<file path="config.mk">
export PLATFORM = sky130hd
export DESIGN_NAME = music_box_player
export DESIGN_NICKNAME = d
export VERILOG_FILES = /design/src/rtl/music_box_player.sv
export SDC_FILE = /design/constraint.sdc
export NUM_CORES = 1
export LEC_CHECK = 0
export BUFFER_PORTS_ARGS = -buffer_cell sky130_fd_sc_hd__buf_4
export CAP_MARGIN = 20
export CORE_MARGIN = 3
export CORE_UTILIZATION = 36
export CTS_BUF_LIST = sky130_fd_sc_hd__clkbuf_4 sky130_fd_sc_hd__clkbuf_8
export CTS_CLUSTER_DIAMETER = 50
export DETAILED_ROUTE_END_ITERATION = 12
export PLACE_DENSITY_LB_ADDON = 0.1
export SETUP_SLACK_MARGIN = 0.3
export SLEW_MARGIN = 20
export SYNTH_ARGS = -nofsm -noshare
export SYNTH_HDL_FRONTEND = slang
export SYNTH_SLANG_ARGS = --single-unit
</file>
<file path="constraint.sdc">
create_clock -name clk -period 8.6 [get_ports clk]
set_clock_uncertainty 0.2 [all_clocks]
set_input_delay 0.43 -clock clk [delete_from_list [all_inputs] [get_ports clk]]
set_output_delay 0.43 -clock clk [all_outputs]
set_load 0.02 [all_outputs]
</file>
<file path="src/rtl/music_box_player.sv">
// Programmable music box sequencer.
// A writable note table maps note codes to tone half-periods, and a pattern
// memory holds the melody. While playing, a step timer walks the pattern at a
// tempo of (tempo+1) clocks per step. A divider toggles 'tone' every H+1
// clocks for the latched half-period H. Code 0 or H==0 plays as a rest.

module music_box_player #(
    parameter  int STEPS   = 16,
    parameter  int CODE_W  = 4,
    parameter  int DIV_W   = 16,
    parameter  int TEMPO_W = 20,
    localparam int SW      = $clog2(STEPS)
) (
    input  logic               clk,
    input  logic               rst_n,
    input  logic               tbl_we,
    input  logic [CODE_W-1:0]  tbl_addr,
    input  logic [DIV_W-1:0]   tbl_data,
    input  logic               pat_we,
    input  logic [SW-1:0]      pat_addr,
    input  logic [CODE_W-1:0]  pat_data,
    input  logic [TEMPO_W-1:0] tempo,
    input  logic               start,
    input  logic               stop,
    input  logic               loop,
    output logic               tone,
    output logic               busy,
    output logic [SW-1:0]      step_idx,
    output logic [CODE_W-1:0]  cur_code,
    output logic               done
);

    localparam int              NOTES     = 2 ** CODE_W;
    localparam logic [SW-1:0]   LAST_STEP = SW'(STEPS - 1);

    typedef enum logic {IDLE, PLAY} state_t;

    state_t state, next_state;

    logic [DIV_W-1:0]   note_tbl [NOTES];
    logic [CODE_W-1:0]  pattern  [STEPS];

    logic [DIV_W-1:0]   half;
    logic [DIV_W-1:0]   div_cnt;
    logic [TEMPO_W-1:0] step_cnt;

    logic               load_step;
    logic               finish;
    logic               abort;
    logic [SW-1:0]      fetch_idx;
    logic [CODE_W-1:0]  fetch_code;
    logic [DIV_W-1:0]   fetch_half;
    logic               is_rest;

    // The first step always fetches entry 0; later steps fetch the next index.
    // STEPS is a power of two, so the increment wraps to 0 after the last step.
    assign fetch_idx  = (state == IDLE) ? '0 : step_idx + SW'(1);
    assign fetch_code = pattern[fetch_idx];
    assign fetch_half = note_tbl[fetch_code];
    assign is_rest    = (cur_code == '0) || (half == '0);
    assign busy       = (state == PLAY);

    // Note table: host writes land on the strobe edge; reset clears all pitches.
    always_ff @(posedge clk or negedge rst_n) begin
        if (!rst_n) begin
            for (int i = 0; i < NOTES; i++) begin
                note_tbl[i] <= '0;
            end
        end else if (tbl_we) begin
            note_tbl[tbl_addr] <= tbl_data;
        end
    end

    // Pattern memory: host writes land on the strobe edge; reset clears the melody.
    always_ff @(posedge clk or negedge rst_n) begin
        if (!rst_n) begin
            for (int i = 0; i < STEPS; i++) begin
                pattern[i] <= '0;
            end
        end else if (pat_we) begin
            pattern[pat_addr] <= pat_data;
        end
    end

    // Sequencer state register.
    always_ff @(posedge clk or negedge rst_n) begin
        if (!rst_n) begin
            state <= IDLE;
        end else begin
            state <= next_state;
        end
    end

    // Next-state decode: stop beats a step boundary, the last step either wraps or finishes.
    always_comb begin
        next_state = state;
        load_step  = 1'b0;
        finish     = 1'b0;
        abort      = 1'b0;
        case (state)
            IDLE: begin
                if (start && !stop) begin
                    next_state = PLAY;
                    load_step  = 1'b1;
                end
            end
            PLAY: begin
                if (stop) begin
                    next_state = IDLE;
                    abort      = 1'b1;
                end else if (step_cnt == '0) begin
                    if (step_idx == LAST_STEP && !loop) begin
                        next_state = IDLE;
                        finish     = 1'b1;
                    end else begin
                        load_step = 1'b1;
                    end
                end
            end
            default: next_state = IDLE;
        endcase
    end

    // Step timer, per-step latches and tone divider.
    always_ff @(posedge clk or negedge rst_n) begin
        if (!rst_n) begin
            step_idx <= '0;
            cur_code <= '0;
            half     <= '0;
            div_cnt  <= '0;
            step_cnt <= '0;
            tone     <= 1'b0;
            done     <= 1'b0;
        end else begin
            done <= 1'b0;
            if (load_step) begin
                step_idx <= fetch_idx;
                cur_code <= fetch_code;
                half     <= fetch_half;
                div_cnt  <= fetch_half;
                step_cnt <= tempo;
                tone     <= 1'b0;
            end else if (finish || abort) begin
                step_idx <= '0;
                cur_code <= '0;
                div_cnt  <= '0;
                step_cnt <= '0;
                tone     <= 1'b0;
                done     <= finish;
            end else if (state == PLAY) begin
                step_cnt <= step_cnt - TEMPO_W'(1);
                if (is_rest) begin
                    tone <= 1'b0;
                end else if (div_cnt == '0) begin
                    tone    <= ~tone;
                    div_cnt <= half;
                end else begin
                    div_cnt <= div_cnt - DIV_W'(1);
                end
            end
        end
    end

endmodule

</file>
# Word-level counts from Yosys, hierarchy flattened
# Index checks and enable logic that the tools add are counted.
op_classes:
  n_bitwise: 6
  n_addsub: 3
  n_eq_ne: 2
  mux: 45
  reduce_logical: 17
  order_cmp: 6
op_table:
  columns: ["operator", "count"]
  rows:
  - ["bitwise mux 256 bit", 1]
  - ["two-way mux 16 bit", 8]
  - ["binary-select mux 16 bit (select 4 bit)", 1]
  - ["bitwise mux 64 bit", 1]
  - ["demux 16 bit (select 4 bit)", 1]
  - ["two-way mux 20 bit", 3]
  - ["logical NOT 16 bit", 2]
  - ["two-way mux 4 bit", 7]
  - ["greater-or-equal comparator 5 bit, second input constant", 4]
  - ["logical NOT 20 bit", 1]
  - ["NOT 4 -> 5 bit", 4]
  - ["subtractor 20 x 1 -> 20 bit, second input constant", 1]
  - ["two-way mux 1 bit", 19]
  - ["binary-select mux 4 bit (select 4 bit)", 1]
  - ["demux 4 bit (select 4 bit)", 1]
  - ["subtractor 16 x 1 -> 16 bit, second input constant", 1]
  - ["< comparator 5 x 1 -> 1 bit, second input constant", 2]
  - ["adder 4 x 1 -> 4 bit, second input constant", 1]
  - ["== test 4 bit, second input constant", 1]
  - ["logical AND 1 bit", 4]
  - ["logical NOT 4 bit", 1]
  - ["one-hot mux 1 bit (2 select lines)", 2]
  - ["AND reduction 2 bit", 2]
  - ["nonzero test 4 bit", 1]
  - ["6 further kinds", 9]
totals:
  ff_bits: 383
  output_inout_bits: 11
  inputBits: 55

# Logic depth before layout (Yosys ltp)
# Gate-level depths: netlist of the first run.
logic_depth:
  ltp_word: 11
  ltp_mapped: 14
  mapped_depth_nobuf: 10

# Worst setup path after synthesis of the first run
# No wires, ideal clock.
synth_timing:
  path_kind: "register -> register"
  startpoint: "register step_idx[1]"
  endpoint: "register div_cnt[10]"
  slack_ns: 5.333
  period_less_slack_ns: 3.267
  stages_incl_launch_ff: 13
  t_arrival_ns: 2.928
  path_buffers: 2
  cell_sequence: "dfrtp_1 > ha_1 > xor2_2 > and2_1 > buf_4 > mux4_2 > o22ai_1 > nor2_2 > buf_4 > a2111oi_0 > a221oi_1 > a22oi_1 > a31oi_1"
synth_between:
  elab_chain_len: 11
  elab_cells_between_ends: 26
  cone_classes: "add/sub: 1; eq/ne: 2; mux: 17; bitwise: 2; reduce/logical: 4"
synth_rtl:
  columns: ["item", "line", "rtl"]
  rows:
  - ["start: declaration", "28", "output logic [SW-1:0] step_idx,"]
  - ["start signal: assignment", "137", "step_idx <= fetch_idx;"]
  - ["adder 4 x 1 -> 4 bit", "57", "assign fetch_idx = (state == IDLE) ? '0 : step_idx + SW'(1);"]
  - ["two-way mux 4 bit", "57", null]
  - ["NOT 4 -> 5 bit (implied by the code)", "58", "assign fetch_code = pattern[fetch_idx];"]
  - ["binary-select mux 4 bit (select 4 bit)", "58", null]
  - ["two-way mux 4 bit (implied by the code) (2 in a row)", "58", null]
  - ["NOT 4 -> 5 bit (implied by the code)", "59", "assign fetch_half = note_tbl[fetch_code];"]
  - ["binary-select mux 16 bit (select 4 bit)", "59", null]
  - ["two-way mux 16 bit (implied by the code) (2 in a row)", "59", null]
  - ["two-way mux 16 bit", "136", "if (load_step) begin"]
  - ["end signal: assignment", "140", "div_cnt <= fetch_half;"]
  - ["end signal: assignment", "156", "div_cnt <= half;"]
  - ["end signal: assignment", "158", "div_cnt <= div_cnt - DIV_W'(1);"]
  - ["end: declaration", "44", "logic [DIV_W-1:0] div_cnt;"]
# Several ways; a longest one is shown, not always the timed one. The select of a mux whose other input is x is not followed.
# A chain may end at the register's enable or synchronous reset.

# Final worst setup path of the first run
layout_timing:
  startpoint: "register step_idx[0]"
  endpoint: "register div_cnt[0]"
# Same word-level chain as after synthesis.

==> key figures, run 1 <==
Pwr
  • Sw frac: 33.7%
  • Internal Pwr Total: 4.36 mW
  • Reg power frac: 39.5%
  • Leakage: 9.37 nW
  • Power density over the cells: 301 nW/um2
  • Clk pwr share: 31.0%
  • Sw power: 2.22 mW
  • Logic pwr share: 29.5%
  • Peak VDD IR: 150 uV

Setup path
  • Largest driver fanout on the critical path: 79
  • Reg2Reg Setup Slack: 3.58 ns
  • CP Capture Type: register
  • WP data required: 8.93 ns
  • Delay-heaviest family, CP: simple AND/OR/NAND/NOR gates
  • Startpoint types: register
  • Arrival @ worst endpoint: 5.35 ns
  • Cells along the critical path: ha_1 > xor2_2 > and2_1 > mux2i_1 > or3_2 > buf_4 > nand2_8 > a2111o_1 > nand4_1 > o32ai_2 > a221o_1
  • Crit Path Category: reg -> reg
  • Slowest cell delay on critical path: 0.81 ns
  • Crit path buffers/inverters: 1
  • Critical-path top delay cell: dfrtp_1

Routing
  • Routed Antenna Nets: 0
  • Detail-routed via count per cell: 5.52
  • Initial drt markers: 892
  • Drt wl/cell: 22.8 um
  • DRC errors left: 0
  • Via Count: 13037
  • Post-Route WL: 53900 um
  • Drt pass-1 iters: 7

STA
  • Setup Total Neg Slack: 0 ns
  • Setup violators final: 0
  • Relative slew margins: 23.7%
  • Minimum clock period: 5.02 ns
  • Final worst-path cycle share: 58.4%
  • WHS: 0.146 ns
  • RSZ-0062 raised after global routing: false
  • Fmax: 0.199 GHz
  • Final Max Tran Viols: 0
  • Hold Fails Final Rpt: 0
  • Slew @ Worst Pin: 1.14 ns

Synth
  • Prevailing post-synth register cell: dfrtp_1
  • Syn Inst Count: 1539
  • Syn Area/Cell: 12.1 um2
  • #FFs+latches synth: 383
  • Unique masters post-synth: 77
  • Ys Warns: 0
  • Post-synth EDFFs: 0
  • Seq/Total Area, Yosys: 51.5%
  • Ys async rst share: 100%
  • Cell Area, Synth: 18600 um2
  • Net Count, Synth: 1599

Clocking
  • Hold bufs inserted after CTS: 43
  • Cts repair resizes: 0
  • Num CTS Buffers: 74
  • Clock root buffer: clkbuf_8
  • CTS HTree Levels: 3
  • Clk sinks: 383
  • Bufs on Longest Clock Path: 3
  • Reg clk slew, reported paths: 0.06 ns
  • CTS tree: yes
  • Setup Buffers After CTS: 0
  • Worst-Skew Late Latency: 0.65 ns

Die
  • Die area: 54500 um2
  • Initial core utilization: 36.8%
  • IO Pins: 66
  • # rows: 82
  • Core ar.: 50600 um2
  • Chip height: 233 um
  • Die Wd: 233 um

Global route
  • Total track usage: 20.1%
  • Antenna violations before repair: 1
  • Largest net degree at the start of global routing: 146
  • Total grt overflow: 0
  • Vias in the first global route: 13579
  • First-pass GRT wire length: 83400 um

Cells and area
  • Layout Utilization: 43.1%
  • Nets: 1694
  • Synth-to-layout area growth: 17.0%
  • Layout cells sized above 1: 35.0%
  • N_diodes: 0

Hold path
  • Hold Path Class: in -> reg

Outcome
  • Status: completed

Placed design
  • Hpwl dp: 32300 um
  • GPL Wtd Cong: 0.776
  • Port buffer count: 65

Flow run
  • Max cap viols: 0
## per-layer routing
metal  global-route usage (%)  wire length (um)  up-vias
li1                         -                 -     5925
met1                     27.5             25200     6768
met2                     32.5             25200      268
met3                     4.00              2410       76
met4                     5.74              1070        0
met5                        0                 0        -
## Yosys cell counts (6+ instances only)
master     instances  area share (%)
dfrtp_1          383              51
xnor2_1            7            0.33
a21boi_0          33             1.3
buf_1              8            0.16
nand4_1            7            0.24
o211ai_1          14            0.56
and2_1             6            0.20
a31oi_1           29            0.97
a22oi_1           23            0.93
a2111oi_0         14            0.66
nand3_1           20            0.54
mux4_2             8            0.97
and3_1            10            0.34
clkbuf_1          78             1.6
a21boi_1          15            0.60
nand2_1           97             2.0
o22ai_1           10            0.34
a211oi_1          33             1.3
a21oi_1           23            0.62
inv_1             13            0.26
nor4_1             9            0.30
nor3_1            14            0.38
mux2_2           323              20
nor2_1            55             1.1
a221oi_1          25             1.2
o21ai_0           70             1.9
nand3b_1           8            0.32
a221oi_2           6            0.48
nor2b_1            7            0.24
mux2i_1           63             3.4
buf_2             19            0.51
nand2b_1          14            0.47
a21o_1             6            0.24
or3_1             10            0.34
## power by group through the flow
| stage | combinational, mW | sequential, mW | clock, mW |
|---|---|---|---|
| final | 1.94 | 2.60 | 2.04 |
| after detailed placement | 1.93 | 2.62 | 0 |
| after CTS | 1.95 | 2.59 | 2.10 |
| after floorplan | 1.47 | 2.51 | 0 |
| after global routing | 2.13 | 2.66 | 2.18 |
| after global placement | 1.90 | 2.62 | 0 |
## layout make-up
type	instances	area [um2]
inverter	14	52.6
sequential	383	9580
tap	672	841
fill	4750	28800
clock inverter	13	186
multi-input combinational	1023	8470
timing repair buffer	138	1180
clock buffer	119	1490
## path summary, 6_finish.rpt
| kind | startpoint | cells past startpoint | end |
|---|---|---|---|
| worst max-delay path | step_idx[0]$_DFFE_PN0P_ | 11 | div_cnt[0]$_DFFE_PN0P_ |
| worst min-delay path | loop | 4 | step_idx[1]$_DFFE_PN0P_ |
| worst max register to register | step_idx[0]$_DFFE_PN0P_ | 11 | div_cnt[0]$_DFFE_PN0P_ |
| worst min register to register | note_tbl[56]$_DFFE_PN0P_ | 1 | note_tbl[56]$_DFFE_PN0P_ |
| max in group asynchronous | rst_n | 3 | note_tbl[97]$_DFFE_PN0P_ |
| min in group asynchronous | rst_n | 2 | step_cnt[17]$_DFFE_PN0P_ |
## cells by family after synthesis
group	after synthesis	synth area share [%]
AO/OA/AOI/OAI	339	13.0
XOR/XNOR	12	0.605
buffers and inverters	133	3.45
adder cells (fa/ha/maj)	5	0.336
AND/OR/NAND/NOR	271	7.06
flip-flops	383	51.5
multiplexers	396	24.1
## worst reg2reg max path, cell delays in order (launching register included)
cell      delay (ns)
dfrtp_1         0.81
ha_1            0.43
xor2_2          0.36
and2_1          0.35
mux2i_1         0.28
or3_2           0.15
buf_4           0.55
nand2_8         0.64
a2111o_1        0.60
nand4_1         0.11
o32ai_2         0.11
a221o_1         0.32
## per-stage QoR
stage	setup WS [ns]	std cells	power, mW	cell area [um2]
2_1_floorplan	5.33	1539	3.98	18600
3_3_place_gp	3.80	2187	4.52	19700
3_5_place_dp	3.61	2187	4.55	19700
4_1_cts	3.57	2362	6.65	21800
5_1_grt	3.22	2362	6.98	21800
6_report	3.58	2362	6.57	21800
## sequential cells by signal, indices dropped and copies added (netlist names)
signal	count
busy	1
cur_code	4
div_cnt	16
done	1
half	16
note_tbl	256
pattern	64
step_cnt	20
step_idx	4
tone	1
## placed cells by master (no fill, tap or decap), drive strengths merged, types with 20 or more instances in the layout
master / netlist / routed
clkbuf: 78 / 119
nand2: 98 / 98
mux2i: 64 / 64
o21ai: 73 / 73
a31oi: 29 / 29
a21oi: 24 / 24
nand3: 20 / 20
dfrtp: 383 / 383
buf: 41 / 95
a22oi: 24 / 24
a211oi: 34 / 34
a221oi: 31 / 31
dlygate4sd3: 0 / 43
nor2: 56 / 56
mux2: 323 / 323
a21boi: 48 / 48
(Power assumes the default switching activity.)
==> run 2: changes to the inputs <==
==> constraint.sdc (replaced) <==
create_clock -name clk -period 5.1 [get_ports clk]
set_clock_uncertainty 0.2 [all_clocks]
set_input_delay 0.255 -clock clk [delete_from_list [all_inputs] [get_ports clk]]
set_output_delay 0.255 -clock clk [all_outputs]
set_load 0.02 [all_outputs]
==> run 2 against run 1 <==
  * Setup slack worse by 2.7 ns
  * Combinational power increased by 74%
  * Routed wire length rose by 1.6%
  * Via count is 0.73% higher
  * Register-to-register slack worse by 2.7 ns
  * Sequential cell count unchanged
  * Sequential share of layout area is 0.17 points lower
  * Non-clock buffer count up 19
  * Count of clock-buffer cells in the layout down 8
  * Sequential power rose by 68%
  * Critical endpoint is now div_cnt[10]$_DFFE_PN0P_
  * Largest power group unchanged
==> key figures, run 2 (synthesis gave the netlist of run 1 again) <==
Outcome
  • Status: completed

Setup path
  • Reg2Reg Setup Slack: 0.83 ns
  • Arrival @ worst endpoint: 4.56 ns
  • CP Capture Type: register
  • WP data required: 5.39 ns
  • Critical-path top delay cell: a2111oi_0
  • Largest driver fanout on the critical path: 26
  • Cells along the critical path: ha_2 > nand2_1 > a211oi_1 > o32ai_1 > o22ai_1 > nor2_4 > buf_12 > a2111oi_0 > a221oi_1 > a22oi_1 > a31oi_1
  • Launch point of the worst reg-to-reg path: step_idx[1]$_DFFE_PN0P_
  • Slowest cell delay on critical path: 0.60 ns
  • R2R depth: 11
  • Startpoint types: register
  • R2R Path End: div_cnt[10]$_DFFE_PN0P_
  • Crit Path Category: reg -> reg

Routing
  • Initial drt markers: 857
  • Post-Route WL: 54700 um
  • DRC errors left: 0
  • Routed Antenna Nets: 0
  • Via Count: 13132
  • Drt pass-1 iters: 7
  • Detail-routed via count per cell: 5.53
  • Drt wl/cell: 23.1 um

Clocking
  • Clock root buffer: clkbuf_8
  • Num CTS Buffers: 75
  • CTS tree: yes
  • Bufs on Longest Clock Path: 3
  • Reg clk slew, reported paths: 0.06 ns
  • CTS HTree Levels: 3
  • Worst-Skew Late Latency: 0.62 ns
  • Clk sinks: 383

Cells and area
  • Fillcell total: 4718
  • Most common cell after layout, fill and taps aside: dfrtp_1
  • Top reg by flops: note_tbl
  • Largest register FFs: 256
  • Layout cells sized above 1: 35.0%
  • Nets: 1714
  • Commonest cells after routing, fill and taps aside: dfrtp_1 (383), mux2_2 (323), buf_4 (98)
  • Cell Count, Final, Fillers Out: 2373
  • Post-Layout Inst Area: 21900 um2
  • Layout Utilization: 43.3%
  • N_diodes: 0
  • Synth-to-layout area growth: 17.5%
  • Biggest regs: note_tbl (256), pattern (64), step_cnt (20)

Die
  • IO Pins: 66
  • Chip height: 233 um
  • Core ar.: 50600 um2
  • Die Wd: 233 um
  • Initial core utilization: 36.8%
  • # rows: 82
  • Die area: 54500 um2

Global route
  • First-pass GRT wire length: 84700 um
  • Antenna violations before repair: 0
  • Largest net degree at the start of global routing: 150
  • Total grt overflow: 0
  • Vias in the first global route: 13695
  • Total track usage: 20.5%

Placed design
  • GPL Wtd Cong: 0.800
  • Hpwl dp: 33600 um
  • Port buffer count: 65
  • Post-Place Setup Slack: 0.586 ns
  • Placed cells: 2195
  • Post-Place Cell Area: 19800 um2

STA
  • RSZ-0062 raised after global routing: false
  • WHS: 0.125 ns
  • Setup violators final: 0
  • Relative slew margins: 25.8%
  • Setup Total Neg Slack: 0 ns
  • Worst setup margin: 0.833 ns
  • Final Max Tran Viols: 0
  • Hold Fails Final Rpt: 0
  • Minimum clock period: 4.27 ns
  • Final worst-path cycle share: 83.7%
  • Slew @ Worst Pin: 1.11 ns
  • Fmax: 0.234 GHz

Flow run
  • Max cap viols: 0

Hold path
  • Hold path start: pat_we
  • Hold depth: 4
  • Hold Path Class: in -> reg
  • Hold Path End: pattern[5]$_DFFE_PN0P_

Pwr
  • Power density over the cells: 498 nW/um2
  • Leakage: 9.41 nW
  • Total power draw: 10.9 mW
  • Peak VDD IR: 327 uV
run 2: layout make-up:
type | count | area, um2 | share of cell area (%)
Sequential cell | 383 | 9580 | 43.8
Multi-Input combinational cell | 1023 | 8490 | 38.8
Clock buffer | 111 | 1440 | 6.58
Timing Repair Buffer | 157 | 1390 | 6.35
Tap cell | 672 | 841 | 3.84
Clock inverter | 13 | 92.6 | 0.423
Inverter | 14 | 52.6 | 0.240
run 2: worst max path at each step:
stage / start / endpoint / slack [ns] / cells after the start
floorplan: step_idx[1]$_DFFE_PN0P_ / div_cnt[10]$_DFFE_PN0P_ / 1.83 / 12
global placement: step_idx[1]$_DFFE_PN0P_ / div_cnt[10]$_DFFE_PN0P_ / 0.70 / 11
detailed placement: step_idx[1]$_DFFE_PN0P_ / div_cnt[10]$_DFFE_PN0P_ / 0.59 / 11
CTS: step_idx[1]$_DFFE_PN0P_ / div_cnt[10]$_DFFE_PN0P_ / 0.62 / 11
global route: step_idx[1]$_DFFE_PN0P_ / div_cnt[10]$_DFFE_PN0P_ / 0.46 / 11
finish: step_idx[1]$_DFFE_PN0P_ / div_cnt[10]$_DFFE_PN0P_ / 0.83 / 11
run 2: what timing repair did:
| action | in CTS | in global routing |
|---|---|---|
| setup buffers | 0 | 0 |
| hold buffers | 54 | 0 |
| hold endpoints to repair | 517 | 0 |
| resized for setup | 0 | 1 |
| endpoints found under the setup margin | 0 | 1 |
run 2: worst max-delay path: cells and delay by family (launching register included):
kind | cells | cell delay (ns)
DFF | 1 | 0.43
adders and majority gates | 1 | 0.53
AOI/OAI and AO/OA | 7 | 2.16
buffers and inverters | 1 | 0.25
and+or+nand+nor | 2 | 0.54
run 2: report_power, final:
group          total (mW)  switching [mW]  internal, mW
Sequential           4.36           0.517          3.84
Clock                3.16            1.32          1.84
Combinational        3.38            1.87          1.51
run 2: per-layer routing:
layer	vias up	GRT usage, %	share of wire, %
li1	5960	-	-
met1	6848	28.6	48
met2	235	32.7	47
met3	89	3.96	3.8
met4	0	5.39	1.9
met5	-	0	0
==> run 3: changes to the inputs <==
==> constraint.sdc (replaced) <==
create_clock -name clk -period 4 [get_ports clk]
set_clock_uncertainty 0.2 [all_clocks]
set_input_delay 0.2 -clock clk [delete_from_list [all_inputs] [get_ports clk]]
set_output_delay 0.2 -clock clk [all_outputs]
set_load 0.02 [all_outputs]
==> run 3 against run 2 <==
  * Sequential share of layout area down 1.4 points
  * Combinational power up 40%
  * Highest routed layer unchanged
  * Count of clock-buffer cells in the layout up 6
  * Critical endpoint is now div_cnt[5]$_DFFE_PN0P_
  * Largest power group unchanged
  * First-iteration DRC count down 8.9%
  * Fmax up 19%
  * Critical path depth up 1
  * Via count up 1.3%
  * Global-route usage up 0.19 points
==> key figures, run 3 (synthesis gave the netlist of run 1 again) <==
STA
  • Final worst-path cycle share: 89.5%
  • Minimum clock period: 3.58 ns
  • Worst setup margin: 0.418 ns
  • Setup Total Neg Slack: 0 ns
  • WHS: 0.0169 ns
  • Hold Fails Final Rpt: 0
  • Slew @ Worst Pin: 0.914 ns
  • RSZ-0062 raised after global routing: true
  • Fmax: 0.279 GHz
  • Setup violators final: 0
  • Relative slew margins: 39.0%
  • Final Max Tran Viols: 0

Die
  • Core ar.: 50600 um2
  • Initial core utilization: 36.8%
  • Die Wd: 233 um
  • IO Pins: 66
  • Chip height: 233 um
  • # rows: 82
  • Die area: 54500 um2

Pwr
  • Logic pwr share: 32.6%
  • Clk pwr share: 28.9%
  • Peak VDD IR: 253 uV
  • Sw power: 4.92 mW
  • Power density over the cells: 642 nW/um2
  • Reg power frac: 38.5%
  • Internal Pwr Total: 9.60 mW
  • Leakage: 9.72 nW
  • Sw frac: 33.9%

Cells and area
  • Layout Utilization: 44.7%
  • Synth-to-layout area growth: 21.4%
  • Cell Count, Final, Fillers Out: 2427
  • Layout cells sized above 1: 37.2%
  • Commonest cells after routing, fill and taps aside: dfrtp_1 (381), mux2_2 (323), buf_4 (120)
  • Top reg by flops: note_tbl
  • Fillcell total: 4728
  • N_diodes: 0
  • Largest register FFs: 256
  • Nets: 1764
  • Biggest regs: note_tbl (256), pattern (64), step_cnt (20)
  • Most common cell after layout, fill and taps aside: dfrtp_1

Placed design
  • Hpwl dp: 34900 um
  • GPL Wtd Cong: 0.792
  • Placed cells: 2215
  • Post-Place Setup Slack: 0.0497 ns
  • Port buffer count: 65

Setup path
  • Arrival @ worst endpoint: 3.94 ns
  • Cells along the critical path: ha_4 > xor2_2 > and2_2 > mux4_2 > o22a_2 > buf_4 > buf_12 > a21boi_0 > a211oi_1 > o21ai_0 > a22oi_1 > a31oi_1
  • Startpoint types: register
  • Critical-path top delay cell: dfrtp_2
  • Largest driver fanout on the critical path: 23
  • CP Capture Type: register
  • Delay-heaviest family, CP: compound AO/OA/AOI/OAI gates
  • Crit path buffers/inverters: 2
  • WP data required: 4.36 ns
  • Slowest cell delay on critical path: 0.45 ns
  • Crit Path Category: reg -> reg

Routing
  • Initial drt markers: 781
  • DRC errors left: 0
  • Detail-routed via count per cell: 5.48
  • Post-Route WL: 55300 um
  • Via Count: 13308
  • Drt wl/cell: 22.8 um
  • Drt pass-1 iters: 5
  • Routed Antenna Nets: 0

Global route
  • Vias in the first global route: 13801
  • Total grt overflow: 0
  • First-pass GRT wire length: 85800 um
  • Total track usage: 20.7%
  • Antenna violations before repair: 1
  • Largest net degree at the start of global routing: 104

Hold path
  • Hold Path Class: in -> async

Clocking
  • Bufs on Longest Clock Path: 3
  • Clk sinks: 383
  • Num CTS Buffers: 75
  • Worst-Skew Late Latency: 0.64 ns
  • Reg clk slew, reported paths: 0.06 ns
  • CTS tree: yes
  • Clock root buffer: clkbuf_8
  • CTS HTree Levels: 3

Flow run
  • Max cap viols: 0

Outcome
  • Status: completed
run 3: power by group through the flow:
stage               clock (mW)  sequential, mW  combinational, mW
global placement             0            5.61               4.33
detailed placement           0            5.63               4.40
global route              4.51            5.71               5.18
CTS                       4.34            5.57               4.57
floorplan                    0            5.40               3.16
finish                    4.20            5.58               4.74
run 3: repair_timing:
| item | 4_1_cts | 5_1_grt |
|---|---|---|
| cloned | 0 | 1 |
| setup endpoints to repair | 30 | 31 |
| resized for setup | 9 | 29 |
| endpoints found under the hold margin | 485 | 0 |
| pin swaps | 0 | 3 |
| hold buffers | 71 | 0 |
| setup buffers | 2 | 10 |
run 3: routing by layer:
metal / share of wire (%) / GRT usage (%)
met2: 46 / 32.7
met1: 48 / 29.3
met3: 4.3 / 3.88
met4: 1.6 / 5.32
met5: 0 / 0
run 3: final cells by class:
cell class	instances	area (um2)	share of cell area (%)
inverters	14	52.6	0.232
flip-flops and latches	383	9590	42.4
well taps	672	841	3.72
repair buffers	206	1890	8.36
clock inverters	11	118	0.520
clock buffers	117	1490	6.57
multi-input cells	1024	8640	38.2
run 3: final timing paths:
| path | start | endpoint | slack [ns] | depth (start not counted) |
|---|---|---|---|---|
| setup / recovery | step_idx[0]$_DFFE_PN0P_ | div_cnt[5]$_DFFE_PN0P_ | 0.42 | 12 |
| setup reg to reg | step_idx[0]$_DFFE_PN0P_ | div_cnt[5]$_DFFE_PN0P_ | 0.42 | 12 |
| min in group clk | tbl_we | note_tbl[65]$_DFFE_PN0P_ | 0.07 | 4 |
| max in group asynchronous | rst_n | note_tbl[49]$_DFFE_PN0P_ | 2.46 | 3 |
| hold / removal | rst_n | step_cnt[4]$_DFFE_PN0P_ | 0.02 | 2 |
| hold reg to reg | note_tbl[49]$_DFFE_PN0P_ | note_tbl[49]$_DFFE_PN0P_ | 0.29 | 1 |
run 3: through the flow:
step / total power [mW] / area [um2]
final: 14.5 / 22600
after global routing: 15.4 / 22600
after CTS: 14.5 / 22400
after detailed placement: 10.0 / 20000
after global placement: 9.95 / 20000
after floorplan: 8.56 / 18600
